--- src/rtl/microsequencer_if.sv ---
// Control-store sequencing bus between the control unit and the microsequencer.
interface microsequencer_if #(
    parameter int unsigned ADDR_W = 8
);
    logic [2:0]        n_sel;
    logic [ADDR_W-1:0] enc_addr;
    logic [ADDR_W-1:0] cr_addr;
    logic              cond;
    logic              inv;
    logic              moc;
    logic [ADDR_W-1:0] state;
    logic              moc_wait;
    logic              bus_err;

    // Control unit side: supplies select code and address sources.
    modport master (
        output n_sel, enc_addr, cr_addr, cond, inv, moc,
        input  state, moc_wait, bus_err
    );

    // Sequencer side: consumes selects, returns the current address.
    modport slave (
        input  n_sel, enc_addr, cr_addr, cond, inv, moc,
        output state, moc_wait, bus_err
    );
endinterface

--- src/rtl/microsequencer.sv ---
// Next-address engine for the microprogrammed control unit.
module microsequencer #(
    parameter int unsigned       ADDR_W      = 8,
    parameter logic [ADDR_W-1:0] RESET_ADDR  = '0,
    parameter logic [ADDR_W-1:0] ABORT_ADDR  = ADDR_W'(8'hFF),
    parameter int unsigned       MOC_TIMEOUT = 15
) (
    input  logic            clk,
    input  logic            reset,
    microsequencer_if.slave bus
);

    localparam int unsigned CNT_W = 8;

    typedef enum logic [2:0] {
        SEL_ENCODE   = 3'd0,
        SEL_FETCH    = 3'd1,
        SEL_INC      = 3'd2,
        SEL_CBR      = 3'd3,
        SEL_WAIT_MOC = 3'd4,
        SEL_JUMP     = 3'd5,
        SEL_CALL     = 3'd6,
        SEL_RET      = 3'd7
    } nsel_e;

    logic [ADDR_W-1:0] state_q, state_d;
    logic [ADDR_W-1:0] ret_q, ret_d;
    logic [CNT_W-1:0]  wait_cnt_q, wait_cnt_d;
    logic              moc_wait_q, moc_wait_d;
    logic              bus_err_q, bus_err_d;
    logic [ADDR_W-1:0] inc;
    logic              ec;
    nsel_e             sel;

    // Next-address selection, MOC wait counting and return-register update.
    always_comb begin
        state_d    = state_q;
        ret_d      = ret_q;
        wait_cnt_d = '0;
        moc_wait_d = 1'b0;
        bus_err_d  = 1'b0;
        inc        = state_q + ADDR_W'(1);
        ec         = bus.cond ^ bus.inv;
        sel        = nsel_e'(bus.n_sel);

        unique case (sel)
            SEL_ENCODE: state_d = bus.enc_addr;
            SEL_FETCH:  state_d = RESET_ADDR + ADDR_W'(1);
            SEL_INC:    state_d = inc;
            SEL_CBR:    state_d = ec ? bus.cr_addr : inc;
            SEL_WAIT_MOC: begin
                if (bus.moc) begin
                    state_d = inc;
                end else if (wait_cnt_q == CNT_W'(MOC_TIMEOUT - 1)) begin
                    state_d   = ABORT_ADDR;
                    bus_err_d = 1'b1;
                end else begin
                    wait_cnt_d = wait_cnt_q + CNT_W'(1);
                    moc_wait_d = 1'b1;
                end
            end
            SEL_JUMP:   state_d = bus.cr_addr;
            SEL_CALL: begin
                ret_d   = inc;
                state_d = bus.cr_addr;
            end
            SEL_RET:    state_d = ret_q;
        endcase
    end

    // State, return register and output registers; reset abandons any wait.
    always_ff @(posedge clk) begin
        if (reset) begin
            state_q    <= RESET_ADDR;
            ret_q      <= '0;
            wait_cnt_q <= '0;
            moc_wait_q <= 1'b0;
            bus_err_q  <= 1'b0;
        end else begin
            state_q    <= state_d;
            ret_q      <= ret_d;
            wait_cnt_q <= wait_cnt_d;
            moc_wait_q <= moc_wait_d;
            bus_err_q  <= bus_err_d;
        end
    end

    assign bus.state    = state_q;
    assign bus.moc_wait = moc_wait_q;
    assign bus.bus_err  = bus_err_q;

endmodule

--- src/flat_wrapper.sv ---
// flat-port wrapper written by rule: the top's interface ports become plain ports
module microsequencer_flat 
#(
    parameter int unsigned       ADDR_W      = 8,
    parameter logic [ADDR_W-1:0] RESET_ADDR  = '0,
    parameter logic [ADDR_W-1:0] ABORT_ADDR  = ADDR_W'(8'hFF),
    parameter int unsigned       MOC_TIMEOUT = 15
)
  (clk, reset, bus_n_sel, bus_enc_addr, bus_cr_addr, bus_cond, bus_inv, bus_moc, bus_state, bus_moc_wait, bus_bus_err);
  microsequencer_if #(.ADDR_W(ADDR_W)) bus_i ();
  input  logic clk;
  input  logic reset;
  input wire logic [$bits(bus_i.n_sel)-1:0] bus_n_sel;
  input wire logic [$bits(bus_i.enc_addr)-1:0] bus_enc_addr;
  input wire logic [$bits(bus_i.cr_addr)-1:0] bus_cr_addr;
  input wire logic [$bits(bus_i.cond)-1:0] bus_cond;
  input wire logic [$bits(bus_i.inv)-1:0] bus_inv;
  input wire logic [$bits(bus_i.moc)-1:0] bus_moc;
  output wire logic [$bits(bus_i.state)-1:0] bus_state;
  output wire logic [$bits(bus_i.moc_wait)-1:0] bus_moc_wait;
  output wire logic [$bits(bus_i.bus_err)-1:0] bus_bus_err;
  assign bus_i.n_sel = bus_n_sel;
  assign bus_i.enc_addr = bus_enc_addr;
  assign bus_i.cr_addr = bus_cr_addr;
  assign bus_i.cond = bus_cond;
  assign bus_i.inv = bus_inv;
  assign bus_i.moc = bus_moc;
  assign bus_state = bus_i.state;
  assign bus_moc_wait = bus_i.moc_wait;
  assign bus_bus_err = bus_i.bus_err;
  microsequencer #(.ADDR_W(ADDR_W), .RESET_ADDR(RESET_ADDR), .ABORT_ADDR(ABORT_ADDR), .MOC_TIMEOUT(MOC_TIMEOUT)) u_core (.clk(clk), .reset(reset), .bus(bus_i));
endmodule
--- config.mk ---
export PLATFORM = sky130hd
export DESIGN_NAME = microsequencer_flat
export DESIGN_NICKNAME = d
export VERILOG_FILES = /design/src/rtl/microsequencer_if.sv /design/src/rtl/microsequencer.sv /design/src/flat_wrapper.sv
export SDC_FILE = /design/constraint.sdc
export NUM_CORES = 1
export LEC_CHECK = 0
export CAP_MARGIN = 20
export CORE_ASPECT_RATIO = 0.8
export CORE_MARGIN = 8
export CORE_UTILIZATION = 39
export DETAILED_ROUTE_END_ITERATION = 16
export MAX_ROUTING_LAYER = met4
export PLACE_DENSITY = 0.73
export SYNTH_ARGS = -nofsm -noshare
export SYNTH_HDL_FRONTEND = slang
export SYNTH_SLANG_ARGS = --single-unit
--- constraint.sdc ---
create_clock -name clk -period 3.85 [get_ports clk]
set_clock_uncertainty 0.05 [all_clocks]
set_input_delay 0.385 -clock clk [delete_from_list [all_inputs] [get_ports clk]]
set_output_delay 0.385 -clock clk [all_outputs]
set_load 0.02 [all_outputs]
# Yosys cells after proc, flatten, opt, wreduce, memory -nomap -nowiden
# Cells that the tools add are included.
# totals
output_inout_bits	10
reg_bits	26
word_cells	28
# classes
eq_ne	9
reduce_logical	4
mux	6
bitwise_logic	2
n_addsub	2
# op_table
op	n
one-hot mux 8 bit (7 select lines)	1
two-way mux 8 bit	3
adder 8 x 1 -> 8 bit (second input constant)	2
equality test 3 bit (second input constant)	4
equality test 8 x 4 -> 1 bit (second input constant)	1
equality test 3 x 2 -> 1 bit (second input constant)	2
OR reduction 4 bit	1
equality test 3 x 1 -> 1 bit (second input constant)	1
zero test 3 bit	1
inequality test 3 x 2 -> 1 bit (second input constant)	1
OR reduction 3 bit	1
two-way mux 1 bit	2
OR reduction 2 bit	1
inverter 1 bit	1
bitwise XOR 1 bit	1

# Longest topological paths before layout
# logic_depth
ltp_word	4
mapped_depth	8

# Worst setup path after synthesis
# Ideal clock, no wire load.
# synth_timing
path_type	register -> register
startpoint	register u_core.wait_cnt_q[0]
endpoint	register u_core.state_q[7] (netlist: u_core.bus.state[7])
synth_period_minus_slack_ps	1751
required_ps	3683
setup_slack_ps	2099
path_buffers	1
t_arrival_ps	1584
stages_incl_launch_ff	9
path_cell_list	dfxtp_1 inv_1 ha_1 or4b_4 nor3_2 or3_1 buf_6 inv_2 a22o_1
# synth_via
elab_chain_len	2
# synth_rtl
item	line	source
start, declared	microsequencer.sv:28	logic [CNT_W-1:0] wait_cnt_q, wait_cnt_d;
start signal, assigned	microsequencer.sv:82	wait_cnt_q <= wait_cnt_d;
equality test 8 x 4 -> 1 bit	microsequencer.sv:54	end else if (wait_cnt_q == CNT_W'(MOC_TIMEOUT - 1)) begin
inequality test 3 x 2 -> 1 bit (no line)	n/a	
end signal, assigned	microsequencer.sv:80	state_q <= state_d;
end, declared	microsequencer.sv:26	logic [ADDR_W-1:0] state_q, state_d;
# No other way between the ends.
# A chain may end at the register's enable or synchronous reset.

# Final worst setup path
# layout_timing
startpoint	input port bus_n_sel[0]
endpoint	register u_core.state_q[7] (netlist: u_core.bus.state[7])
# layout_via
elab_chain_len	3
word_cells_on_any_way	11
cone_classes	8 x eq/ne; 1 x mux; 2 x reduce/logical
# layout_rtl
item	line	source
start, declared	flat_wrapper.sv:13	input wire logic [$bits(bus_i.n_sel)-1:0] bus_n_sel;
equality test 3 bit	microsequencer.sv:46	unique case (sel)
OR reduction 2 bit (no line)	n/a	
one-hot mux 8 bit (7 select lines)	microsequencer.sv:46	
# Parallel ways exist; a longest one is shown, timed or not.

==> results.md <==
- CP arrival: 2540 ps
- DRC: 0
- Library cells used by synthesis: 44
- Cells after Synth: 192
- Yosys reg bits: 26
- Worst path cell trace: clkdlybuf4s50_1 -> nor3b_2 -> nand2b_1 -> or3_1 -> inv_2 -> a22o_1
- Share of cells above drive strength 1: 0.0959
- Post-synthesis compound-gate area fraction: 0.226
- Clk pwr share: 0.338
- Synth Area in Simple Gates: 0.270
- LEAKAGE: 0.677 nW
- I/O pin total: 34
- Status: finished, final reports clean
- Worst path required time: 4020 ps
- GRT Overall Usage: 0.139
- Syn Std Cell Area: 1560 um^2
- # setup viols final: 0
- Root Buffer: clkbuf_8
- First-pass GRT wire length: 6.82 mm
- Synth Area in Adders: 0.0240
- Min-Delay Startpoint: u_core.wait_cnt_q[0]
- Critical path class: input port to register
- Largest family of logic cells by synthesized area: simple AND/OR/NAND/NOR gates
- CP Capture Type: register
- Final worst path period share: 0.617
- Mux share of post-synthesis cell area: 0.0200
- Share of the synthesized area in the top cell type: 0.333
- Minimum clock period: 2370 ps
- RSZ-0062 raised after global routing: false
- WP buf/inv: 2
- Final Hold Vio Count: 0
- Ys flop type: dfxtp_1
- Worst Hold Class: register to register
- Synth async-reset ratio: 0
- Hold Path End: u_core.wait_cnt_q[0]
- RR Startpoint: u_core.wait_cnt_q[0]
- # rows: 20
- CTS-repair resized insts: 0
- Synth warnings: 0
- Reg2reg setup slack: 1890 ps
- Int Power: 0.489 mW
- Final Net Count: 247
- Area Overhead vs Synth: 27.1%
- Post-cts hold buffer count: 0
- Number of routed nets with antenna violations: 0
- DR vias: 1440
- Height of the die: 72.6 um
- Worst VDD drop: 155 uV
- EDFF count, synth: 0
- Reg power frac: 0.449
- Total CTS buffers: 3
- Hold Path Stages: 1
- Top delay family on crit path: simple AND/OR/NAND/NOR gates
- Final TNS setup: 0 ps
- Area of the core: 3830 um^2
- Least-Margin Pin Slew: 786 ps
- Hold slack final: 447 ps
- XOR/XNOR Fraction of Synth Area: 0.0840
- Pwr Density: 335 nW/um^2
- Global route total overflow: 0
- Die area: 6310 um^2
- Clock Latency Late Sink: 270 ps
- H-tree depth: 1
- Max Cap Viol: 0
- Net Count, Synth: 219
- RR Endpoint: u_core.bus.state[7]
- Antenna violations before repair: 0
- Reg clk slew, reported paths: 90 ps
- Slew headroom: 0.474
- Drt pass-1 iters: 4
- Detailed Route Iter0 Violations: 196
- CTS tree: done
- Gpl congestion: 0.887
- Syn avg cell area: 8.15 um^2
- Initial Util: 0.408
- Net Sw Frac: 0.266
- WL/cell: 15.2 um
- Fin. max-slew vios: 0
- Reg2reg path depth: 7
- Port Buffers: 33
- N_diodes: 0
- CP max stage cell: clkdlybuf4s50_1
- Peak Freq: 421 MHz
- P_sw: 0.178 mW
- CTS sink count: 26
- Crit path launch type: input port
- Buffer depth of the longest clock path: 2
- Total Wirelength: 4.16 mm
- Most frequent cells after synthesis: nor2_1 (33), dfxtp_1 (26), a21oi_1 (16), nand2_1 (13)
- Via density: 5.26
- Crit Path Max Fanout: 20
- Dominant cell type by area after synthesis: dfxtp_1
- Largest net degree at the start of global routing: 25
- Vias in the first global route: 1331
- Placed wire-length estimate: 3.17 mm
- CP peak stage delay: 760 ps
- # Post-CTS Setup Buffers: 0
- Register area share after synthesis: 0.333
- Most frequent cell after synthesis: nor2_1
- Comb pwr share: 0.214
- Die Wd: 86.8 um
- Synth area leaders: dfxtp_1 (33%), nor2_1 (7.9%), a21oi_1 (5.1%)
power by group through the flow:
stage               clock network (mW)  registers [mW]  logic [mW]
finish                           0.225           0.299       0.143
global route                     0.239           0.301       0.155
CTS                              0.230           0.298       0.142
detailed placement                   0           0.305       0.140
global placement                     0           0.305       0.140
floorplan                            0           0.310      0.0721
sequential cells by signal, summed over array words and instances, names as in the netlist:
name	cells
u_core.ret_q	8
u_core.bus.bus_err	1
u_core.bus.state	8
u_core.bus.moc_wait	1
u_core.wait_cnt_q	8
layer usage:
layer	track usage	up-vias	routed length, um
met5	-	-	0
met2	0.177	53	1610
met4	0.0229	0	27
met3	0.0259	2	251
li1	-	752	-
met1	0.215	633	2270
stage by stage:
step / util / instances / worst slack, ps / power (mW) / instance area [um^2]
global placement: 0.501 / 270 / 1320 / 0.444 / 1920
detailed placement: 0.501 / 270 / 1230 / 0.445 / 1920
CTS: 0.519 / 274 / 1510 / 0.670 / 1990
global route: 0.519 / 274 / 1340 / 0.695 / 1990
floorplan: - / 192 / 2100 / 0.382 / 1560
finish: 0.519 / 274 / 1480 / 0.667 / 1990
cell families (layout without fill, tap and decap cells):
group | count (synthesis) | in the layout
buffers and inverters | 14 | 41
adders and majority gates | 3 | 3
AOI/OAI and AO/OA | 49 | 49
muxes | 3 | 3
xor gates and xnor gates | 15 | 15
and+or+nand+nor | 82 | 82
DFF | 26 | 26
cells in the final DEF, fill, tap and decap left out, drive strengths merged, types with 3 or more instances in the layout:
cell	n
nand2	13
a211oi	11
clkdlybuf4s50	33
dfxtp	26
or3	3
clkbuf	3
o41ai	4
ha	3
xnor2	6
nor3	5
nor2	35
nand4	4
a21oi	16
xor2	9
nand3b	4
nand3	10
o21ai	3
how the worst max path moves through the flow:
stage / to / from / cells past startpoint
2_1_floorplan: u_core.bus.state[7] / u_core.wait_cnt_q[0] / 8
3_3_place_gp: u_core.bus.state[7] / bus_n_sel[0] / 6
3_5_place_dp: u_core.bus.state[7] / bus_n_sel[0] / 6
4_1_cts: u_core.bus.state[7] / bus_n_sel[0] / 6
5_1_grt: u_core.bus.state[7] / bus_n_sel[0] / 6
6_report: u_core.bus.state[7] / bus_n_sel[0] / 6
cell type report:
class / instances / area (um^2)
timing repair buffer: 35 / 345
inverter: 2 / 7.51
tap: 55 / 68.8
sequential: 26 / 520
clock buffer: 3 / 41.3
fill: 377 / 1840
multi-input combinational: 152 / 975
clock inverter: 1 / 30.0
Note: power is estimated with default switching activity, not from simulation.
==> edit 1: new RTL, same settings <==
`ADDR_W` is set to 8 in 3 places; all go to 7.
--- a/src/rtl/microsequencer_if.sv
+++ b/src/rtl/microsequencer_if.sv
@@ -1,6 +1,6 @@
 // Control-store sequencing bus between the control unit and the microsequencer.
 interface microsequencer_if #(
-    parameter int unsigned ADDR_W = 8
+    parameter int unsigned ADDR_W = 7
 );
     logic [2:0]        n_sel;
     logic [ADDR_W-1:0] enc_addr;
--- a/src/rtl/microsequencer.sv
+++ b/src/rtl/microsequencer.sv
@@ -1,6 +1,6 @@
 // Next-address engine for the microprogrammed control unit.
 module microsequencer #(
-    parameter int unsigned       ADDR_W      = 8,
+    parameter int unsigned       ADDR_W      = 7,
     parameter logic [ADDR_W-1:0] RESET_ADDR  = '0,
     parameter logic [ADDR_W-1:0] ABORT_ADDR  = ADDR_W'(8'hFF),
     parameter int unsigned       MOC_TIMEOUT = 15
--- a/src/flat_wrapper.sv
+++ b/src/flat_wrapper.sv
@@ -1,7 +1,7 @@
 // flat-port wrapper written by rule: the top's interface ports become plain ports
 module microsequencer_flat 
 #(
-    parameter int unsigned       ADDR_W      = 8,
+    parameter int unsigned       ADDR_W      = 7,
     parameter logic [ADDR_W-1:0] RESET_ADDR  = '0,
     parameter logic [ADDR_W-1:0] ABORT_ADDR  = ADDR_W'(8'hFF),
     parameter int unsigned       MOC_TIMEOUT = 15
Ports: changed (resized bus_cr_addr, bus_enc_addr and bus_state); port bits go from 34 to 31. The function was not compared with the original's and may differ.
==> edit 1 against the original RTL <==
- routed wire length decreased by 20%
- largest power group unchanged
- synthesized area shrank 15%
- cell area shrank 14%
- total power is 8.8% lower
- sequential cell count decreased by 2
- critical path type unchanged
- critical path depth shrank 1
- setup slack lost 25 ps
- critical endpoint is now u_core.bus.state[2]$_SDFFE_PP0P_
- cell count decreased by 17%
==> edit 1: results (changes against the original RTL) <==
- Pre-CTS setup slack: 1195 ps (-38.26 ps)
- Multi-input gate area: 795.8 um^2 (-18%)
- Met1 usage: 0.1581 (-0.05660)
- NetSw: 154.4 uW (-13%)
- Outcome: finished, final reports clean
- Met3 WL post-DR: 220 um (-12%)
- # clock sinks: 24 (-7.7%)
- Post-DP Area: 1645 um^2 (-14%)
- WHS Path Cells: 2 (+1)
- Arrival time at the worst endpoint: 2510 ps (-30 ps)
- First-pass GRT wire length: 5.237 mm (-23%)
- Crit Path Max Fanout: 25 (+25%)
- Syn Nets: 183 (-16%)
- Cell variety after synth: 38 (-14%)
- Fill count: 299 (-21%)
- DPL Wire Length: 2.589 mm (-18%)
- Static leakage: 0.0006093 uW (-10%)
- Multi-input gate count: 125 (-18%)
- Dpl cells: 224 (-17%)
- Total wire length: 3.347 mm (-20%)
- Via-to-Cell Ratio: 5.430 (+3.3%)
- Number of non-clock buffers: 30 (-14%)
- Non-filler cells, final: 228 (-17%)
- Final instance area: 1717 um^2 (-14%)
- Reg2Reg Depth: 5 (-2)
- Nonclk inv count: 3 (+1)
- RR Endpoint: u_core.bus.state[4]$_SDFFE_PP0P_
- Final clock-cell share: 0.04155 (+0.005674)
- Max incr delay on CP: 1060 ps (+300 ps)
- Layout cells sized above 1: 0.07527 (-0.02062)
- GRT Overall Usage: 0.1264 (-0.01229)
- NonClk Buf Share: 0.1749 (+0.001233)
- Pin count of the biggest net entering global routing: 26 (+4.0%)
- Worst hold slack: 441.3 ps (-5.753 ps)
- Grt peak-use layer: met2
- Met1 Wirelength: 1.594 mm (-30%)
- Core area: 3352 um^2 (-12%)
- Mean Syn Cell Area: 8.402 um^2 (+3.1%)
- Vias in the first global route: 1139 (-14%)
- Startpoint of the worst hold path: u_core.ret_q[1]$_SDFFE_PP0N_
- CP delay by family, top: buffers and inverters
- Port Buffers: 30 (-9.1%)
- Worst R2R Setup Slack: 2170 ps (+280 ps)
- Top cells by area, synth: dfxtp_1 (36%), nand2_1 (6.5%), mux2i_1 (5.3%), nor2_1 (4.2%), o21ai_0 (4.1%)
- Setup ws final: 1451 ps (-24.53 ps)
- Synth top cells by count: dfxtp_1 (24), nand2_1 (23), nor2_1 (15), o21ai_0 (11), a21oi_1 (8)
- 1st-iter DRT viols: 111 (-43%)
- Worst vdd ir: 161.8 uV (+4.3%)
- GR Util met2: 0.1898 (+0.01314)
- Proportion of synthesized chip area in sequential cells: 0.3619 (+0.02912)
-- edit 1: changes by cell type in the layout (fill, tap and decap cells not counted), sizes merged, moves of 6 or more --
| cell | change |
|---|---|
| a211oi | -8 |
| nand2 | +11 |
| a21oi | -8 |
| nand3 | -7 |
| o21ai | +15 |
| nor2 | -18 |
| o221ai | +6 |
-- edit 1: cells by family (layout without fill, tap and decap cells) --
| kind of cell | after synthesis | after routing | synth area share |
|---|---|---|---|
| compound gates | 46 | 46 | 0.2356 |
| xor+xnor | 11 | 11 | 0.07257 |
| fa+ha+maj | 3 | 3 | 0.02828 |
| buf+inv | 9 | 37 | 0.03864 |
| flops | 24 | 24 | 0.3619 |
| mux | 7 | 7 | 0.05278 |
| simple gates | 58 | 58 | 0.2102 |
-- edit 1: power by group through the flow --
stage	combinational (uW)	clock [uW]	sequential, uW
2_1_floorplan	57.0	0	280
3_3_place_gp	112	0	274
3_5_place_dp	115	0	275
4_1_cts	116	227	269
5_1_grt	125	236	271
6_report	115	224	269
==> edit 2: new RTL, config.mk and constraints unchanged <==
Without the edit above. Reset style: asynchronous (`reset`), changed in one clocked block.
--- a/src/rtl/microsequencer.sv
+++ b/src/rtl/microsequencer.sv
@@ -69,7 +69,7 @@
     end
 
     // State, return register and output registers; reset abandons any wait.
-    always_ff @(posedge clk) begin
+    always_ff @(posedge clk or posedge reset) begin
         if (reset) begin
             state_q    <= RESET_ADDR;
             ret_q      <= '0;
Formal check against the unedited RTL: differs if reset is asserted again (counterexample within 4 cycles, from zero or initial values and one cycle with reset high); with reset held inactive, the same outputs for 10 cycles.
==> edit 2 against the original RTL <==
- total power increased by 18%
- cell area decreased by 0.50%
- cell count down 9.9%
- worst hold slack worse by 69 ps
- sequential cell count is the same
- routed wire length shrank 7.1%
- largest power group unchanged
- setup slack better by 86 ps
- synthesized area is 1.2% lower
- maximum frequency grew 3.7%
- largest cell class unchanged
- first-iteration DRC count fell by 42%
==> edit 2: results (changes against the original RTL) <==
- Outcome: finished, final reports clean
- Proportion of synthesized chip area in sequential cells: 0.4211 (+0.08825)
- Setup bufs post-CTS: 0 (unchanged)
- GRT Overall Usage: 0.1349 (-0.003764)
- Detailed-route via count: 1322 (-8.2%)
- Layout cells sized above 1: 0.05729 (-0.03860)
- Hold crit path type: primary input to async pin
- 1st-iter DRT viols: 114 (-42%)
- Slowest cell on crit path: clkdlybuf4s50_1
- Pwr dens: 397.1 nW/um^2 (+18%)
- Switching Share: 0.2959 (+0.02940)
- Routed WL per cell: 15.66 um (+3.1%)
- Worst vdd ir: 225.6 uV (+45%)
- ANT cells: 0 (unchanged)
- Post-synth ARST share: 1.000 (+1.000)
- Nets: 220 (-11%)
- DPL Wire Length: 2.808 mm (-11%)
- Static leakage: 0.0007945 uW (+17%)
- Post-cts sizing count: 0 (unchanged)
- Syn Nets: 189 (-14%)
- Clk root buf: clkbuf_8
- Arrival time at the worst endpoint: 2400 ps (-140 ps)
- Pin count of the biggest net entering global routing: 27 (+8.0%)
- Clock tree buffer depth: 2 (unchanged)
- Worst-Margin Slew: 824.1 ps (+37.67 ps)
- Top cells by area, synth: dfrtp_1 (42%), xor2_1 (4.5%), nand3_1 (3.9%), o21ai_0 (3.9%), a21oi_1 (2.6%)
- Clock latency on the worst-skew pair: 270 ps (about the same)
- Crit Path Max Fanout: 23 (+15%)
- Global placer's final weighted congestion: 0.7957 (-10%)
- Initial antenna violation count: 0 (unchanged)
- Synth Warn #: 0 (unchanged)
- Worst R2R Setup Slack: 2120 ps (+230 ps)
- Num CTS Buffers: 3 (unchanged)
- Maximum level of the CTS H-tree: 1 (unchanged)
- Reg clk slew, reported paths: 90 ps (about the same)
- CP delay by family, top: compound AO/OA/AOI/OAI gates
- Synth top cells by count: dfrtp_1 (26), nand3_1 (12), o21ai_0 (12), nor2_1 (9)
- Post-DP Area: 1892 um^2 (-1.3%)
- Cell variety after synth: 43 (-2.3%)
- Drt pass-1 iters: 4 (unchanged)
- Port Buffers: 33 (unchanged)
- Max incr delay on CP: 900 ps (+140 ps)
- First-pass GRT wire length: 6.541 mm (-4.0%)
==> edit 2: cell types whose count changed after synthesis, moves of 4 or more <==
cell,change
buf_2,-7
a21oi_1,-8
xnor2_1,-4
o21ai_0,+9
inv_1,+7
dfrtp_1,+26
o2bb2ai_1,+4
o22ai_1,+4
nor2_1,-24
a211oi_1,-8
o41ai_1,-4
nand2_1,-5
dfxtp_1,-26
==> edit 2: per-layer routing <==
| metal | vias up | GRT usage | share of wire |
|---|---|---|---|
| li1 | 663 | - | - |
| met1 | 612 | 0.1900 | 0.52 |
| met2 | 43 | 0.1870 | 0.42 |
| met3 | 4 | 0.03160 | 0.052 |
| met4 | 0 | 0.03619 | 0.0093 |
| met5 | - | - | 0 |
==> edit 2: path summary, 6_finish.rpt <==
| check | startpoint | end | cells after the start |
|---|---|---|---|
| min reg2reg | u_core.ret_q[4]$_DFFE_PP0N_ | u_core.ret_q[4]$_DFFE_PP0N_ | 2 |
| max | bus_n_sel[2] | u_core.bus.state[1]$_DFFE_PP0P_ | 5 |
| min | reset | u_core.wait_cnt_q[1]$_DFF_PP0_ | 2 |
| max reg2reg | u_core.wait_cnt_q[0]$_DFF_PP0_ | u_core.bus.state[1]$_DFFE_PP0P_ | 6 |
| max in group asynchronous | reset | u_core.ret_q[3]$_DFFE_PP0N_ | 3 |
| min in group clk | u_core.ret_q[4]$_DFFE_PP0N_ | u_core.ret_q[4]$_DFFE_PP0N_ | 2 |
==> edit 2: area by class of cell <==
type	instances	area [um^2]
clock inverters	1	30.03
repair buffers	34	345.3
clock buffers	3	41.29
well taps	55	68.82
fillers	369	1826
multi-input cells	120	812.0
flip-flops and latches	26	650.6
inverters	8	30.03
==> edit 2: cells by family after synthesis <==
logic type / Yosys count / synth area share
flops: 26 / 0.4211
fa+ha+maj: 3 / 0.02429
simple gates: 54 / 0.1903
compound gates: 51 / 0.2364
buf+inv: 16 / 0.05344
xor+xnor: 11 / 0.06721
mux: 1 / 0.007287
==> edit 2: worst reg2reg max path, delay by kind of cell (launching register included) <==
kind,cells,cell delay (ps)
compound gates,2,460
fa+ha+maj,1,140
flops,1,430
simple gates,1,320
buf+inv,2,200
==> edit 2: power groups by stage <==
stage | clock (uW) | combinational, uW | sequential [uW]
global placement | 0 | 200 | 355
CTS | 234 | 203 | 351
detailed placement | 0 | 203 | 355
floorplan | 0 | 103 | 366
finish | 230 | 205 | 351
global route | 244 | 224 | 357
==> edit 2: per-stage QoR <==
step                cells    util  setup WS, ps  hold slack, ps  total power (uW)
detailed placement    242  0.4974          1278           422.0             557.5
finish                247  0.5201          1561           377.9             785.6
global route          247  0.5201          1442           431.1             825.2
global placement      242  0.4974          1339           418.2             554.9
CTS                   246  0.5161          1582           444.0             788.1
floorplan             162       -          2239           375.0             468.7
